==> src/rtl/cordic_pkg.sv <==
// Shared constants and state encoding for the CORDIC sweep controller.
package cordic_pkg;

  localparam logic [15:0] ONE     = 16'h4000;  // 1.0 in Q2.14
  localparam int unsigned DEG_MOD = 360;       // degrees per revolution
  localparam logic [7:0]  U8_MID  = 8'h80;     // offset-binary zero

  typedef enum logic [2:0] {
    S_IDLE      = 3'd0,
    S_ISSUE     = 3'd1,
    S_WAIT_CLR  = 3'd2,
    S_WAIT_DONE = 3'd3,
    S_CONVERT   = 3'd4,
    S_HOLD      = 3'd5
  } state_t;

endpackage

==> src/rtl/q214_to_u8.sv <==
// Signed Q2.14 to 8-bit offset binary: floor shift by 7, saturate, add midscale.
module q214_to_u8
  import cordic_pkg::*;
(
  input  logic [15:0] q_in,
  output logic [7:0]  u8_c
);

  logic signed [15:0] shifted;

  // Saturating shift; adding 128 to an in-range byte is an MSB flip
  always_comb begin
    shifted = $signed(q_in) >>> 7;
    if (shifted > 16'sd127) begin
      u8_c = 8'hFF;
    end else if (shifted < -16'sd128) begin
      u8_c = 8'h00;
    end else begin
      u8_c = shifted[7:0] ^ U8_MID;
    end
  end

endmodule

==> src/rtl/cordic_sweep_ctrl.sv <==
// Angle sweep sequencer around cordic_sin_cos with sample conversion and valid/ready output.
module cordic_sweep_ctrl
  import cordic_pkg::*;
#(
  parameter int unsigned TIMEOUT_CYCLES = 63,
  parameter int unsigned ANGLE_MAX      = DEG_MOD - 1
) (
  input  logic        clk,
  input  logic        rst_n,
  input  logic        enable,
  input  logic [8:0]  step,
  input  logic        out_ready,
  input  logic [15:0] cordic_sine,
  input  logic [15:0] cordic_cosine,
  input  logic        cordic_done,
  output logic        cordic_start,
  output logic [15:0] cordic_angle,
  output logic        out_valid,
  output logic [7:0]  sin_u8,
  output logic [7:0]  cos_u8,
  output logic [8:0]  cur_angle,
  output logic        timeout_err
);

  localparam int unsigned CNT_W = $clog2(TIMEOUT_CYCLES + 1);
  localparam logic [CNT_W-1:0] TMO_LIMIT = CNT_W'(TIMEOUT_CYCLES);
  localparam logic [8:0]       ANG_MAX_9 = 9'(ANGLE_MAX);
  localparam logic [9:0]       MOD_10    = 10'(ANGLE_MAX + 1);

  state_t           state_q, state_d;
  logic [8:0]       angle_q, angle_d;
  logic [8:0]       step_q, step_d;
  logic [CNT_W-1:0] cnt_q, cnt_d;
  logic [15:0]      sin_raw_q, sin_raw_d;
  logic [15:0]      cos_raw_q, cos_raw_d;
  logic             start_q, start_d;
  logic [15:0]      cangle_q, cangle_d;
  logic             valid_q, valid_d;
  logic [7:0]       sin_q, sin_d;
  logic [7:0]       cos_q, cos_d;
  logic [8:0]       cur_q, cur_d;
  logic             err_q, err_d;

  logic [9:0]       sum;
  logic [CNT_W-1:0] cnt_inc;
  logic [7:0]       sin_cv_c;
  logic [7:0]       cos_cv_c;

  q214_to_u8 u_sin_cv (.q_in(sin_raw_q), .u8_c(sin_cv_c));
  q214_to_u8 u_cos_cv (.q_in(cos_raw_q), .u8_c(cos_cv_c));

  // Next-state, datapath and registered-output logic
  always_comb begin
    state_d   = state_q;
    angle_d   = angle_q;
    step_d    = step_q;
    cnt_d     = cnt_q;
    sin_raw_d = sin_raw_q;
    cos_raw_d = cos_raw_q;
    start_d   = start_q;
    cangle_d  = cangle_q;
    valid_d   = valid_q;
    sin_d     = sin_q;
    cos_d     = cos_q;
    cur_d     = cur_q;
    err_d     = err_q;
    sum       = {1'b0, angle_q} + {1'b0, step_q};
    cnt_inc   = cnt_q + CNT_W'(1);

    case (state_q)
      S_IDLE: begin
        start_d = 1'b0;
        valid_d = 1'b0;
        if (!enable) begin
          err_d = 1'b0;
        end else begin
          if (step == 9'd0) begin
            step_d = 9'd1;
          end else if (step > ANG_MAX_9) begin
            step_d = ANG_MAX_9;
          end else begin
            step_d = step;
          end
          cangle_d = {7'd0, angle_q};
          start_d  = 1'b1;
          state_d  = S_ISSUE;
        end
      end
      S_ISSUE: begin
        cnt_d   = '0;
        state_d = S_WAIT_CLR;
      end
      S_WAIT_CLR: begin
        cnt_d = cnt_inc;
        if (!cordic_done) begin
          start_d = 1'b0;
          state_d = S_WAIT_DONE;
        end else if (cnt_inc == TMO_LIMIT) begin
          err_d   = 1'b1;
          start_d = 1'b0;
          state_d = S_IDLE;
        end
      end
      S_WAIT_DONE: begin
        cnt_d = cnt_inc;
        if (cordic_done) begin
          sin_raw_d = cordic_sine;
          cos_raw_d = cordic_cosine;
          state_d   = S_CONVERT;
        end else if (cnt_inc == TMO_LIMIT) begin
          err_d   = 1'b1;
          state_d = S_IDLE;
        end
      end
      S_CONVERT: begin
        sin_d   = sin_cv_c;
        cos_d   = cos_cv_c;
        cur_d   = angle_q;
        valid_d = 1'b1;
        state_d = S_HOLD;
      end
      S_HOLD: begin
        if (out_ready) begin
          valid_d = 1'b0;
          angle_d = (sum >= MOD_10) ? 9'(sum - MOD_10) : 9'(sum);
          state_d = S_IDLE;
        end
      end
      default: begin
        state_d = S_IDLE;
      end
    endcase
  end

  // State and output registers
  always_ff @(posedge clk or negedge rst_n) begin
    if (!rst_n) begin
      state_q   <= S_IDLE;
      angle_q   <= 9'd0;
      step_q    <= 9'd1;
      cnt_q     <= '0;
      sin_raw_q <= 16'd0;
      cos_raw_q <= 16'd0;
      start_q   <= 1'b0;
      cangle_q  <= 16'd0;
      valid_q   <= 1'b0;
      sin_q     <= U8_MID;
      cos_q     <= U8_MID;
      cur_q     <= 9'd0;
      err_q     <= 1'b0;
    end else begin
      state_q   <= state_d;
      angle_q   <= angle_d;
      step_q    <= step_d;
      cnt_q     <= cnt_d;
      sin_raw_q <= sin_raw_d;
      cos_raw_q <= cos_raw_d;
      start_q   <= start_d;
      cangle_q  <= cangle_d;
      valid_q   <= valid_d;
      sin_q     <= sin_d;
      cos_q     <= cos_d;
      cur_q     <= cur_d;
      err_q     <= err_d;
    end
  end

  assign cordic_start = start_q;
  assign cordic_angle = cangle_q;
  assign out_valid    = valid_q;
  assign sin_u8       = sin_q;
  assign cos_u8       = cos_q;
  assign cur_angle    = cur_q;
  assign timeout_err  = err_q;

endmodule

==> config.mk <==
export PLATFORM = sky130hd
export DESIGN_NAME = cordic_sweep_ctrl
export DESIGN_NICKNAME = d
export VERILOG_FILES = /design/src/rtl/cordic_pkg.sv /design/src/rtl/q214_to_u8.sv /design/src/rtl/cordic_sweep_ctrl.sv
export SDC_FILE = /design/constraint.sdc
export NUM_CORES = 1
export LEC_CHECK = 0
export ABC_CLOCK_PERIOD_IN_PS = 5100
export BUFFER_PORTS_ARGS = -buffer_cell sky130_fd_sc_hd__buf_2
export CAP_MARGIN = 20
export CORE_ASPECT_RATIO = 0.9
export CORE_MARGIN = 2
export CORE_UTILIZATION = 59
export DETAILED_ROUTE_END_ITERATION = 10
export PLACE_DENSITY_LB_ADDON = 0.12
export SLEW_MARGIN = 20
export SYNTH_ARGS = -nofsm -noshare
export SYNTH_HDL_FRONTEND = slang
export SYNTH_SLANG_ARGS = --single-unit
==> constraint.sdc <==
create_clock -name clk -period 5.1 [get_ports clk]
set_input_delay 1.02 -clock clk [delete_from_list [all_inputs] [get_ports clk]]
set_output_delay 1.02 -clock clk [all_outputs]
set_load 0.01 [all_outputs]
Word-level counts from Yosys, hierarchy flattened
Index checks and enable logic that the tools add are counted.

Bits in registers: 96. Input bits: 46. Output and inout port bits: 44. Logic and storage cells: 75.

Add/subtract/negate cells: 3. Magnitude comparators: 6. Equality and inequality tests: 12. Mux-type cells: 25. Bitwise operators: 2. Reduce and logical (&&, ||, !) cells: 14.

Operators by type and width (number): 8-bit 2-to-1 mux (4); 9-bit 2-to-1 mux (3); 9-bit by 8-bit greater-than comparator with 1-bit output (second input constant) (2); 9-bit by 8-bit < comparator with 1-bit output (second input constant) (2); 3-bit one-hot mux with 6 select lines (1); 3-bit 2-to-1 mux (5); 6-bit one-hot mux with 2 select lines (1); 2-bit AND reduction (6); 9-bit by 9-bit adder with 10-bit output (1); 10-bit by 9-bit greater-or-equal comparator with 1-bit output (second input constant) (1); 2-bit inequality test (second input constant) (5); 9-bit greater-than comparator (second input constant) (1); 9-bit zero test (1); 9-bit subtractor (second input constant) (1); 1-bit 2-to-1 mux (8); 6-bit by 1-bit adder with 6-bit output (second input constant) (1); 3-bit by 2-bit == test with 1-bit output (second input constant) (2); 3-bit == test (second input constant) (2); 6-bit == test (second input constant) (1); 1-bit one-hot mux with 3 select lines (2); 3-bit nonzero test (2); 4-bit AND reduction (1); 2-bit nonzero test (2); 3-bit by 1-bit == test with 1-bit output (second input constant) (1); 5 further kinds (6).

Logic depth before layout (Yosys ltp)
Gate-level depths: netlist of the first run.

Depth in word-level cells: 5. Gate-level depth with buffers: 11. Gate-level depth less buffers: 11.

Cells and area by module
Synthesis of the first run repeated with hierarchy kept, for this count alone.

Cells, all modules: 430. Area, all modules: 4818.4 µm².

By module, submodules not included: cordic_sweep_ctrl (times used 1, cells each 412, area an instance 4630.7 µm², seq. area each 2406.1 µm²); q214_to_u8 (times used 2, cells each 9, area an instance 93.8 µm², seq. area each 0.0 µm²).

Least setup slack after synthesis of the first run
Ideal clock, no wire load.

Kind: reg-to-reg. Start point: register angle_q[0]. End point: register angle_q[3]. Setup time: 0.092 ns. Data arrival time: 2.408 ns. Data required time: 5.008 ns. Setup slack: 2.600 ns. Cell stages (with the launch flop): 10. Path buffers: 0. Period minus slack after synthesis: 2.500 ns. Cells stage by stage: dfrtp_1 > ha_1 > fa_1 > a21o_1 > a221oi_1 > o21bai_4 > xor2_4 > o21ai_4 > and3_1 > o31ai_2.

Longest elaborated chain between the ends: 3. Elaborated cells on any way between the ends: 4. Those cells by class: 2 x add/sub; 1 x order compare; 1 x mux.

RTL lines: from (decl) (RTL line cordic_sweep_ctrl.sv:31) `logic [8:0] angle_q, angle_d;`; from (signal assigned) (RTL line cordic_sweep_ctrl.sv:153) `angle_q <= angle_d;`; 9-bit by 9-bit adder with 10-bit output (*) (RTL line cordic_sweep_ctrl.sv:67) `sum = {1'b0, angle_q} + {1'b0, step_q};`; 9-bit subtractor or 10-bit by 9-bit greater-or-equal comparator with 1-bit output (tied branches) (RTL line cordic_sweep_ctrl.sv:125) `angle_d = (sum >= MOD_10) ? 9'(sum - MOD_10) : 9'(sum);`; 9-bit 2-to-1 mux (*) (RTL line cordic_sweep_ctrl.sv:125).

Mark *: on every way between the ends. The rest lies on a longest branch, timed or not. A chain may end at the register's enable or synchronous reset.

Worst setup path in the final report of the first run
Ends and elaborated chain as after synthesis.

==> results of run 1 <==
cell families (layout without fill, tap and decap cells):
| family | count (synthesis) | in the layout |
|---|---|---|
| compound gates | 83 | 83 |
| xor+xnor | 10 | 10 |
| fa+ha+maj | 21 | 21 |
| buf+inv | 29 | 91 |
| flops | 82 | 82 |
| mux | 38 | 38 |
| other cells | 1 | 7 |
| simple gates | 141 | 141 |
sequential cells by signal, indices dropped and copies added (netlist names):
name	flops
angle_q	9
cordic_angle	9
cos_raw_q	9
cur_angle	9
sin_raw_q	9
step_q	9
cos_u8	8
sin_u8	8
cnt_q	6
state_q	3
cordic_start	1
out_valid	1
timeout_err	1
worst paths after layout:
check	start	to	slack [ns]	cells past startpoint
max in group asynchronous	rst_n	angle_q[8]$_DFFE_PN0P_	3.91	1
max	angle_q[0]$_DFFE_PN0P_	angle_q[3]$_DFFE_PN0P_	2.37	9
min in group asynchronous	rst_n	sin_raw_q[10]$_DFFE_PN0P_	0.68	1
min reg2reg	cos_raw_q[15]$_DFFE_PN0P_	cos_u8[7]$_DFFE_PN1P_	0.45	1
max reg2reg	angle_q[0]$_DFFE_PN0P_	angle_q[3]$_DFFE_PN0P_	2.37	9
min	cos_raw_q[15]$_DFFE_PN0P_	cos_u8[7]$_DFFE_PN1P_	0.45	1
cells in the final DEF (no fill, tap or decap), types with 2 or more instances in the layout:
| cell | instances |
|---|---|
| nand2_1 | 92 |
| dfrtp_1 | 79 |
| buf_2 | 67 |
| o21ai_0 | 36 |
| mux2_2 | 34 |
| nor2_1 | 20 |
| a21oi_1 | 13 |
| ha_1 | 12 |
| clkbuf_8 | 9 |
| maj3_1 | 8 |
| and3_1 | 7 |
| conb_1 | 7 |
| inv_1 | 5 |
| a21o_1 | 5 |
| xnor2_1 | 5 |
| nand2b_1 | 4 |
| o21a_1 | 4 |
| mux2i_1 | 4 |
| xor2_1 | 3 |
| or2_2 | 3 |
| nor3_1 | 3 |
| nand3_1 | 3 |
| a221oi_1 | 3 |
| clkinvlp_4 | 3 |
| dfstp_2 | 3 |
| a211oi_1 | 2 |
| a31oi_1 | 2 |
| o22ai_1 | 2 |
| and4_1 | 2 |
| o31ai_1 | 2 |
| inv_6 | 2 |
| buf_6 | 2 |
power breakdown:
group | total [mW] | switching (mW) | leakage [nW] | internal, mW
combinational | 1.39 | 0.749 | 1.25 | 0.641
sequential | 1.19 | 0.248 | 1.04 | 0.944
clock | 0.419 | 0.240 | 0.0822 | 0.180
total | 3.00 | 1.24 | 2.37 | 1.76
final cells by class:
cell class	instances	area, sq um	share of cell area [%]
Sequential cell	82	2060	43.6
Inverter	5	18.8	0.398
Clock buffer	9	124	2.63
Tap cell	93	116	2.47
Multi-Input combinational cell	300	1980	42.0
Timing Repair Buffer	70	365	7.75
Clock inverter	7	53.8	1.14
metrics by stage:
| stage | utilization (%) | power [mW] | worst slack (ns) |
|---|---|---|---|
| 3_5_place_dp | 65.2 | 2.59 | 2.32 |
| 5_1_grt | 68.0 | 3.27 | 2.18 |
| 6_report | 68.0 | 3.00 | 2.37 |
| 4_1_cts | 67.8 | 3.02 | 2.37 |
| 2_1_floorplan | - | 2.22 | 2.60 |
| 3_3_place_gp | 65.2 | 2.53 | 2.33 |
worst max-delay path: cells and delay by family (launching register included):
kind            cells  cell delay (ns)
flops               1             0.41
fa+ha+maj           2             0.66
xor+xnor            1             0.25
compound gates      5             1.10
simple gates        1             0.21
metal layers:
layer	vias to the layer above	wire, um	global-route usage, %
met4	0	74	5.29
li1	1514	-	-
met5	-	0	0
met3	8	550	5.87
met1	1470	3740	32.2
met2	100	3550	33.8
==> impl_results.md, run 1 <==
- Total negative slack: 0 ns
- Nets: between 500 and 600
- Post-synthesis mux area share: approximately a tenth
- Hold Slack: ~0.45 ns
- Xor and xnor area share after synthesis: 2.74%
- Critical path cell sequence: ha_1 -> fa_1 -> a21o_1 -> a221oi_1 -> o21bai_4 -> xor2_4 -> o21ai_4 -> and3_1 -> o31ai_2
- Sequential fraction of the synthesis area: about half
- Pleak: 2.37 nW
- Final instance area: about 4700 sq um
- Die Ht: 83.6 um
- Clock Latency Late Sink: 0.35 ns
- Distinct cells, synth: 56
- Crit path launch type: flip-flop
- Post-route insts no fill: between 500 and 600
- Cell count after synthesis: around 400
- Layout cells sized above 1: between 20% and 30%
- CP max FO: 7
- Final setup violation count: 0
- Primary FF master, synth: dfrtp_1
- GRT overflow: 0
- Root Driver: clkbuf_8
- Critical Path RT: between 5 and 6 ns
- Pre-Repair DR Iteration Count: 4
- Post-Syn Area: 4160 sq um
- Arrival @ worst endpoint: roughly 3.0 ns
- Clk pin slew, worst setup/hold paths: approximately 0.09 ns
- GPL Wtd Cong: around 0.79
- Row count: 29
- Postcts setup bufs: 0
- Filler cells: about 550
- Post-layout min period: between 2 and 3 ns
- CTS buffer count: 9
- RSZ-0062 raised after global routing: no
- DR iter-0 viols: approximately 170
- Most area-consuming cells after synthesis: dfrtp_1 (48%), mux2_2 (9.2%), nand2_1 (8.3%), o21ai_0 (4.3%), ha_1 (3.6%)
- # Max-Cap Violations: 0
- Main combinational cell family by area after synthesis: simple AND/OR/NAND/NOR gates
- Final hold violation count: 0
- Max H-tree Level: 3
- Final period util: a little over half
- Number of antenna-violating nets in the routed design: 0
- Number of global-route vias before repair: around 2,900
- Avg Cell Area, Syn: 10.3 sq um
- Max stage delay cell, worst path: a221oi_1
- Final WL: slightly below 8000 um
- Compound-Gate Fraction of Synth Area: 13.4%
- DR DRC count: 0
- Synth top cells by count: nand2_1 (92), dfrtp_1 (79), o21ai_0 (36)
- All-Layer GR Usage: 22.2%
- Fin. max-slew vios: 0
- Antenna fix cells: 0
- EDFF count, synth: 0
- CTS tree: yes
- WL/cell: 14.0 um
- Simple-gate share of the synthesized area: between 10% and 20%
- Critical Path Max Stage Delay: roughly 0.46 ns
- Placed Cells: around 550
- Area of the die: 7740 sq um
- Clock Tree Buf Depth: 2
- Die W: 92.5 um
- Peak Freq: 367 MHz
- Slew @ Worst Pin: between 0.9 and 1 ns
- Syn-to-layout area delta: 13.4%
- Post_cts resized: 0
- Pwr/cell area: 637 nW/um^2
- Starting Density: between 50% and 60%
- Post-cts hold buffer count: 0
- Yosys warns: 0
- Via Count: 3,092
- Synth Area in Adders: 6.02%
- Critical path type: reg2reg
- Asr flop ratio synth: 100%
- Final Skew: between 0.009 and 0.01 ns
- Crit end category: flip-flop
- Clock Sinks: 82
- Maximum number of pins on one net before global-route repair: 83
- Global-route wire length before repair: roughly 14,000 um
- Detailed placement HPWL: 5590 um
- Io pins: 90
- Synth top area share: between 40% and 50%
- Yosys reg bits: between 80 and 90
- Port bufs: 68
- Slew Limit Headroom: between 30% and 40%
- Most common cell in the netlist: nand2_1
- Initial antenna violation count: 0
- Core area: 6930 sq um
- Outcome: complete, no violations
- Area leader, netlist: dfrtp_1
- Post-Place Cell Area: around 4500 sq um
- Hold Crit Class: reg2reg
- Peak VDD IR: 0.290 mV
- Mean number of vias per cell: 5.46
Note: power is estimated with default switching activity, not from simulation.
==> run 2, diff against run 1 <==
Settings changed: ABC_AREA from default to 1, ABC_CLOCK_PERIOD_IN_PS 5100 to 2700, CORE_UTILIZATION 59 to 55.
Clock period 5.1 ns to 2.7 ns, I/O delays scaled along.
==> run 2 against run 1 <==
  * Register-to-register slack got worse by 2.0 ns
  * Combinational power increased by 120%
  * Largest cell class unchanged
  * Final area increased by 3.0%
  * Critical path depth rose by 5
  * Clock skew grew 0.0024 ns
==> impl_results.md, run 2 <==
- Outcome: complete, no violations
- Clock Sinks: between 80 and 90
- Placement Setup Slack: between 0.4 and 0.5 ns
- Final Skew: approximately 0.012 ns
- DR iter-0 viols: roughly 110
- Starting Density: 56.0%
- Max H-tree Level: 3
- Post-cts hold buffer count: 0
- Critical Path RT: approximately 2.9 ns
- Die W: ~96 um
- Yosys warns: 0
- Area of the die: between 8000 and 9000 sq um
- Initial antenna violation count: 0
- Hold Crit Class: in2async
- Fin. max-slew vios: 0
- Die Ht: around 87 um
- WL/cell: around 13 um
- Critical path cell sequence: ha_1 -> fa_1 -> nand3_1 -> nand3_2 -> nand2_1 -> nand2_1 -> nand2_1 -> nand2_2 -> a21oi_4 -> nand2_4 -> nand2_1 -> nand2_1 -> nand2_1 -> nand2_1
- Row count: 30
- DR DRC count: 0
- Critical path type: reg2reg
- Final Total Pwr: roughly 6.2 mW
- Synth top cells by count: nand2_1 (185), dfrtp_1 (79), o21ai_0 (53)
- Commonest non-fill, non-tap cell in the layout: nand2_1
- Asr flop ratio synth: 100%
- Total negative slack: 0 ns
- Pleak: ~2.7 nW
- Clock Latency Late Sink: about 0.35 ns
- Crit path launch type: flip-flop
- Most area-consuming cells after synthesis: dfrtp_1 (47%), nand2_1 (17%), o21ai_0 (6.3%), inv_1 (4.7%), ha_1 (3.6%)
- Primary FF master, synth: dfrtp_1
- Sequential power share: 33.5%
- Maximum number of pins on one net before global-route repair: 43
- Area leader, netlist: dfrtp_1
- Arrival @ worst endpoint: 2.53 ns
- Sw frac: between 40% and 50%
- Avg Cell Area, Syn: slightly above 8 sq um
- Layout cells sized above 1: roughly a fifth
- Sw power: 2.69 mW
- Peak VDD IR: ~0.58 mV
- Core area: between 7000 and 8000 sq um
- Pwr/cell area: 1270 nW/um^2
- Via Count: approximately 3,500
- Cell count after synthesis: ~520
- Crit end category: flip-flop
- GPL Wtd Cong: approximately 0.86
- Clock share of power: 17.4%
- Root Driver: clkbuf_8
- Distinct cells, synth: 36
- CTS tree: yes
- RSZ-0062 raised after global routing: no
- All-Layer GR Usage: a little under a quarter
- Antenna fix cells: 0
- Clock Tree Buf Depth: 2
- GRT overflow: 0
- Mean number of vias per cell: 5.06
- Syn-to-layout area delta: 16.1%
- Synth top area share: a little under half
- Final setup violation count: 0
- Final WL: 8890 um
- Post_cts resized: 0
- Postcts setup bufs: 0
- Slew @ Worst Pin: between 0.5 and 0.6 ns
- Max stage delay cell, worst path: fa_1
- Peak Freq: around 440 MHz
- Slew Limit Headroom: between 60% and 70%
- Nets: between 600 and 700
- Number of global-route vias before repair: 3,283
- Io pins: 90
- Final setup margin: between 0.4 and 0.5 ns
- Clk pin slew, worst setup/hold paths: ~0.090 ns
- EDFF count, synth: 0
- # Max-Cap Violations: 0
- Post-Syn Area: between 4000 and 5000 sq um
- Global-route wire length before repair: between 10,000 and 15,000 um
- Number of antenna-violating nets in the routed design: 0
- Most frequent cells in the layout: nand2_1 (185), dfrtp_1 (79), buf_2 (67), o21ai_0 (53), inv_1 (52)
- Yosys reg bits: 82
- Post-layout min period: approximately 2.3 ns
- Detailed placement HPWL: 6560 um
- CTS buffer count: 9
- Pre-Repair DR Iteration Count: 4
- Port bufs: a little under 70
- Power Internal: 3.46 mW
- Sequential fraction of the synthesis area: 49.1%
- Final period util: 84.6%
- Final hold violation count: 0
- Critical Path Max Stage Delay: between 0.4 and 0.5 ns
- Comb pwr share: 49.1%
- Most common cell in the netlist: nand2_1
- Most Frequent Cell on Critical Path: nand2_1
- CP max FO: 6
run 2: cell types whose count changed after synthesis, sizes merged, moves of 5 or more:
cell	delta
and3	-7
a21o	-5
mux2	-34
o21ai	+16
maj3	-8
inv	+55
nand3	+27
clkbuf	-7
nor2	+6
a21oi	-7
nand2	+108
run 2: area by class of cell:
cell class | instances | area [sq um]
Clock buffer | 10 | 128
Clock inverter | 6 | 114
Fill cell | 648 | 2610
Inverter | 60 | 225
Multi-Input combinational cell | 363 | 1820
Sequential cell | 82 | 2060
Tap cell | 96 | 120
Timing Repair Buffer | 73 | 393
run 2: worst paths after layout:
check	slack [ns]	from	endpoint	depth (start not counted)
worst min register to register	0.48	sin_u8[6]$_DFFE_PN0P_	sin_u8[6]$_DFFE_PN0P_	2
worst max register to register	0.42	angle_q[0]$_DFFE_PN0P_	angle_q[6]$_DFFE_PN0P_	14
worst min-delay path	0.17	rst_n	angle_q[8]$_DFFE_PN0P_	1
max in group asynchronous	1.84	rst_n	cos_u8[7]$_DFFE_PN1P_	2
worst max-delay path	0.42	angle_q[0]$_DFFE_PN0P_	angle_q[6]$_DFFE_PN0P_	14
min in group clk	0.38	cordic_sine[9]	sin_raw_q[9]$_DFFE_PN0P_	3
run 2: power by group through the flow:
stage | sequential [mW] | clock [mW] | combinational (mW)
finish | 2.06 | 1.07 | 3.02
global route | 2.13 | 1.15 | 3.45
CTS | 2.06 | 1.09 | 3.05
detailed placement | 2.08 | 0 | 3.03
global placement | 2.07 | 0 | 2.92
floorplan | 2.11 | 0 | 2.22
run 2: per-layer routing:
metal / wire, um / vias up / part of all wire, % / GRT usage [%]
met5: 0 / - / 0 / 0
met4: 152 / 0 / 1.7 / 8.44
met3: 378 / 15 / 4.3 / 4.70
met2: 4230 / 75 / 48 / 36.9
met1: 4130 / 1633 / 46 / 30.1
li1: - / 1768 / - / -
run 2: critical path, delay by kind of cell (launching register included):
| family | cells | cell delay, ns |
|---|---|---|
| AOI/OAI and AO/OA | 1 | 0.25 |
| and+or+nand+nor | 11 | 0.85 |
| adders and majority gates | 2 | 0.68 |
| DFF | 1 | 0.40 |
run 2: logic make-up (layout without fill, tap and decap cells):
group | count (synthesis) | after routing | share of synthesized area [%]
other | 1 | 7 | 0.0897
XOR/XNOR | 6 | 6 | 1.26
AO/OA/AOI/OAI | 71 | 71 | 9.54
adder cells (fa/ha/maj) | 13 | 13 | 4.07
buffers and inverters | 78 | 149 | 7.87
flip-flops | 82 | 82 | 49.1
AND/OR/NAND/NOR | 266 | 266 | 28.0
run 2: stage by stage:
step	area (sq um)	std cells	utilization (%)	hold slack, ns
3_5_place_dp	4610	674	61.8	0.460
5_1_grt	4860	690	65.0	0.196
3_3_place_gp	4610	674	61.8	0.457
6_report	4860	690	65.0	0.171
2_1_floorplan	4210	523	-	0.244
4_1_cts	4860	690	65.0	0.172
==> run 3, diff against run 2 <==
Settings changed: ABC_AREA 1 to 0, ABC_CLOCK_PERIOD_IN_PS 2700 to 2100, CORE_UTILIZATION 55 to 49.
Clock period 2.7 ns to 2.1 ns, I/O delays scaled along.
==> run 3 against run 2 <==
  * The run now ends with setup timing left
  * Power is 37% higher
  * Die area rose by 11%
  * Clock power decreased by 4%
  * Sequential share of layout area shrank 2.6 points
  * Critical path depth decreased by 5
  * Highest routed layer unchanged
  * Maximum frequency decreased by 6.7%
  * Sequential power increased by 38%
  * Sequential cell count is the same
  * Final area grew 6.6%
  * Combinational power grew 51%
==> impl_results.md, run 3 (synthesis gave the netlist of run 1 again) <==
- Outcome: finished with violations
- Failing checks: setup timing
- Starting Density: between 50% and 60%
- Core area: about 8100 sq um
- GRT overflow: 0
- Final setup margin: -0.348 ns
- # Max-Cap Violations: 0
- Most frequent cells in the layout: nand2_1 (92), dfrtp_1 (79), buf_2 (67), buf_4 (37), o21ai_0 (36)
- Detailed placement HPWL: around 6400 um
- Clock Sinks: 82
- Crit end category: flip-flop
- Arrival @ worst endpoint: between 2 and 3 ns
- RSZ-0062 raised after global routing: yes
- WL/cell: around 14 um
- Final setup violation count: 6
- Root Driver: clkbuf_8
- Fin. max-slew vios: 0
- Final hold violation count: 0
- GPL Wtd Cong: between 0.8 and 0.9
- Io pins: 90
- Pwr/cell area: roughly 1600 nW/um^2
- Fin util: 63.5%
- Pre-Repair DR Iteration Count: 4
- Nets: approximately 570
- Crit path launch type: flip-flop
- Row count: 31
- Antenna fix cells: 0
- Met2 WL post-DR: just under 4000 um
- Pleak: between 2 and 3 nW
- Critical path type: reg2reg
- Number of global-route vias before repair: 3,098
- Metal-1 WL: 4310 um
- Port bufs: between 60 and 70
- Length of routed met3 wiring: 386 um
- Syn-to-layout area delta: 24.5%
- Peak VDD IR: between 0.6 and 0.7 mV
- Final period util: 117%
- CP max FO: 4
- Layout cells sized above 1: 37.6%
- Mean number of vias per cell: 5.25
- CTS tree: yes
- Clock Latency Late Sink: between 0.3 and 0.4 ns
- Area of the die: 9240 sq um
- Clk pin slew, worst setup/hold paths: 0.09 ns
- Top sig layer: met4
- Peak Freq: approximately 410 MHz
- Die Ht: between 90 and 100 um
- FF-to-FF setup slack: -0.35 ns
- Hold Crit Class: in2reg
- Final Skew: between 0.008 and 0.009 ns
- Hold Slack: 0.293 ns
- Global-route wire length before repair: around 15,000 um
- Number of antenna-violating nets in the routed design: 0
- Critical Path RT: around 2.4 ns
- Via Count: approximately 3,200
- Die W: between 100 and 150 um
- Final WL: a little under 9000 um
- DR DRC count: 0
- Initial antenna violation count: 0
- Max H-tree Level: 3
- CTS buffer count: 9
- Clock Tree Buf Depth: 2
- Post-layout min period: between 2 and 2.5 ns
- All-Layer GR Usage: just under 20%
- DR iter-0 viols: 85
- Maximum number of pins on one net before global-route repair: 44
- Commonest non-fill, non-tap cell in the layout: nand2_1
==> run 3: cell types whose count changed in the layout (fill, tap and decap cells not counted), sizes merged, moves of 5 or more <==
cell,previous run,this run
and3,0,7
o21ai,54,38
a21o,0,5
mux2,0,34
nor2,26,20
nand2,200,92
buf,73,109
nand3,30,3
maj3,0,8
a21oi,8,15
inv,61,8
==> run 3: area by class of cell <==
cell class	instances	area, sq um
Timing Repair Buffer	110	697
Inverter	5	18.8
Fill cell	688	2970
Clock buffer	10	128
Clock inverter	6	50.0
Multi-Input combinational cell	300	2100
Tap cell	99	124
Sequential cell	82	2060
==> run 3: metrics by stage <==
stage	std cells	setup slack (ns)	instance area [sq um]	TNS, ns	power (mW)
2_1_floorplan	411	-0.240	4200	-0.901	5.44
3_3_place_gp	588	-0.292	4820	-1.40	6.77
3_5_place_dp	588	-0.360	4820	-1.70	6.92
4_1_cts	610	-0.316	5080	-1.54	8.21
5_1_grt	612	-0.469	5170	-2.32	9.16
6_report	612	-0.348	5170	-1.66	8.44
==> run 3: routing by layer <==
| layer | up-vias | GRT usage [%] |
|---|---|---|
| li1 | 1602 | - |
| met1 | 1529 | 28.4 |
| met2 | 71 | 30.6 |
| met3 | 9 | 4.62 |
| met4 | 0 | 4.84 |
| met5 | - | 0 |
==> run 3: worst max-delay path: stages, from the launching register on <==
cell and delay, ns:
dfrtp_1 0.41, ha_4 0.17, fa_2 0.35, a21o_4 0.24
a221oi_2 0.25, xnor2_1 0.21, o211a_4 0.26, o21ai_4 0.08
and3_4 0.20, o31ai_2 0.20
==> run 3: worst paths after layout <==
check / from / to / depth (start not counted)
setup / recovery: angle_q[0]$_DFFE_PN0P_ / angle_q[3]$_DFFE_PN0P_ / 9
hold reg to reg: cos_raw_q[15]$_DFFE_PN0P_ / cos_u8[7]$_DFFE_PN1P_ / 1
min in group asynchronous: rst_n / sin_u8[4]$_DFFE_PN0P_ / 2
setup reg to reg: angle_q[0]$_DFFE_PN0P_ / angle_q[3]$_DFFE_PN0P_ / 9
max in group asynchronous: rst_n / step_q[0]$_DFFE_PN1P_ / 3
hold / removal: cordic_sine[14] / sin_raw_q[14]$_DFFE_PN0P_ / 2
==> run 3: where the power goes <==
group / switching [mW] / total, mW / leakage (nW) / internal [mW]
clock: 0.589 / 1.03 / 0.0839 / 0.444
combinational: 2.22 / 4.55 / 1.47 / 2.33
sequential: 0.560 / 2.85 / 1.04 / 2.29
==> run 3: timing repair <==
item / CTS / global route
gates resized for setup: 6 / 15
hold endpoints to repair: 21 / 0
hold buffers: 1 / 0
pin swaps: 5 / 6
endpoints found under the setup margin: 6 / 6
buffers inserted: 5 / 2
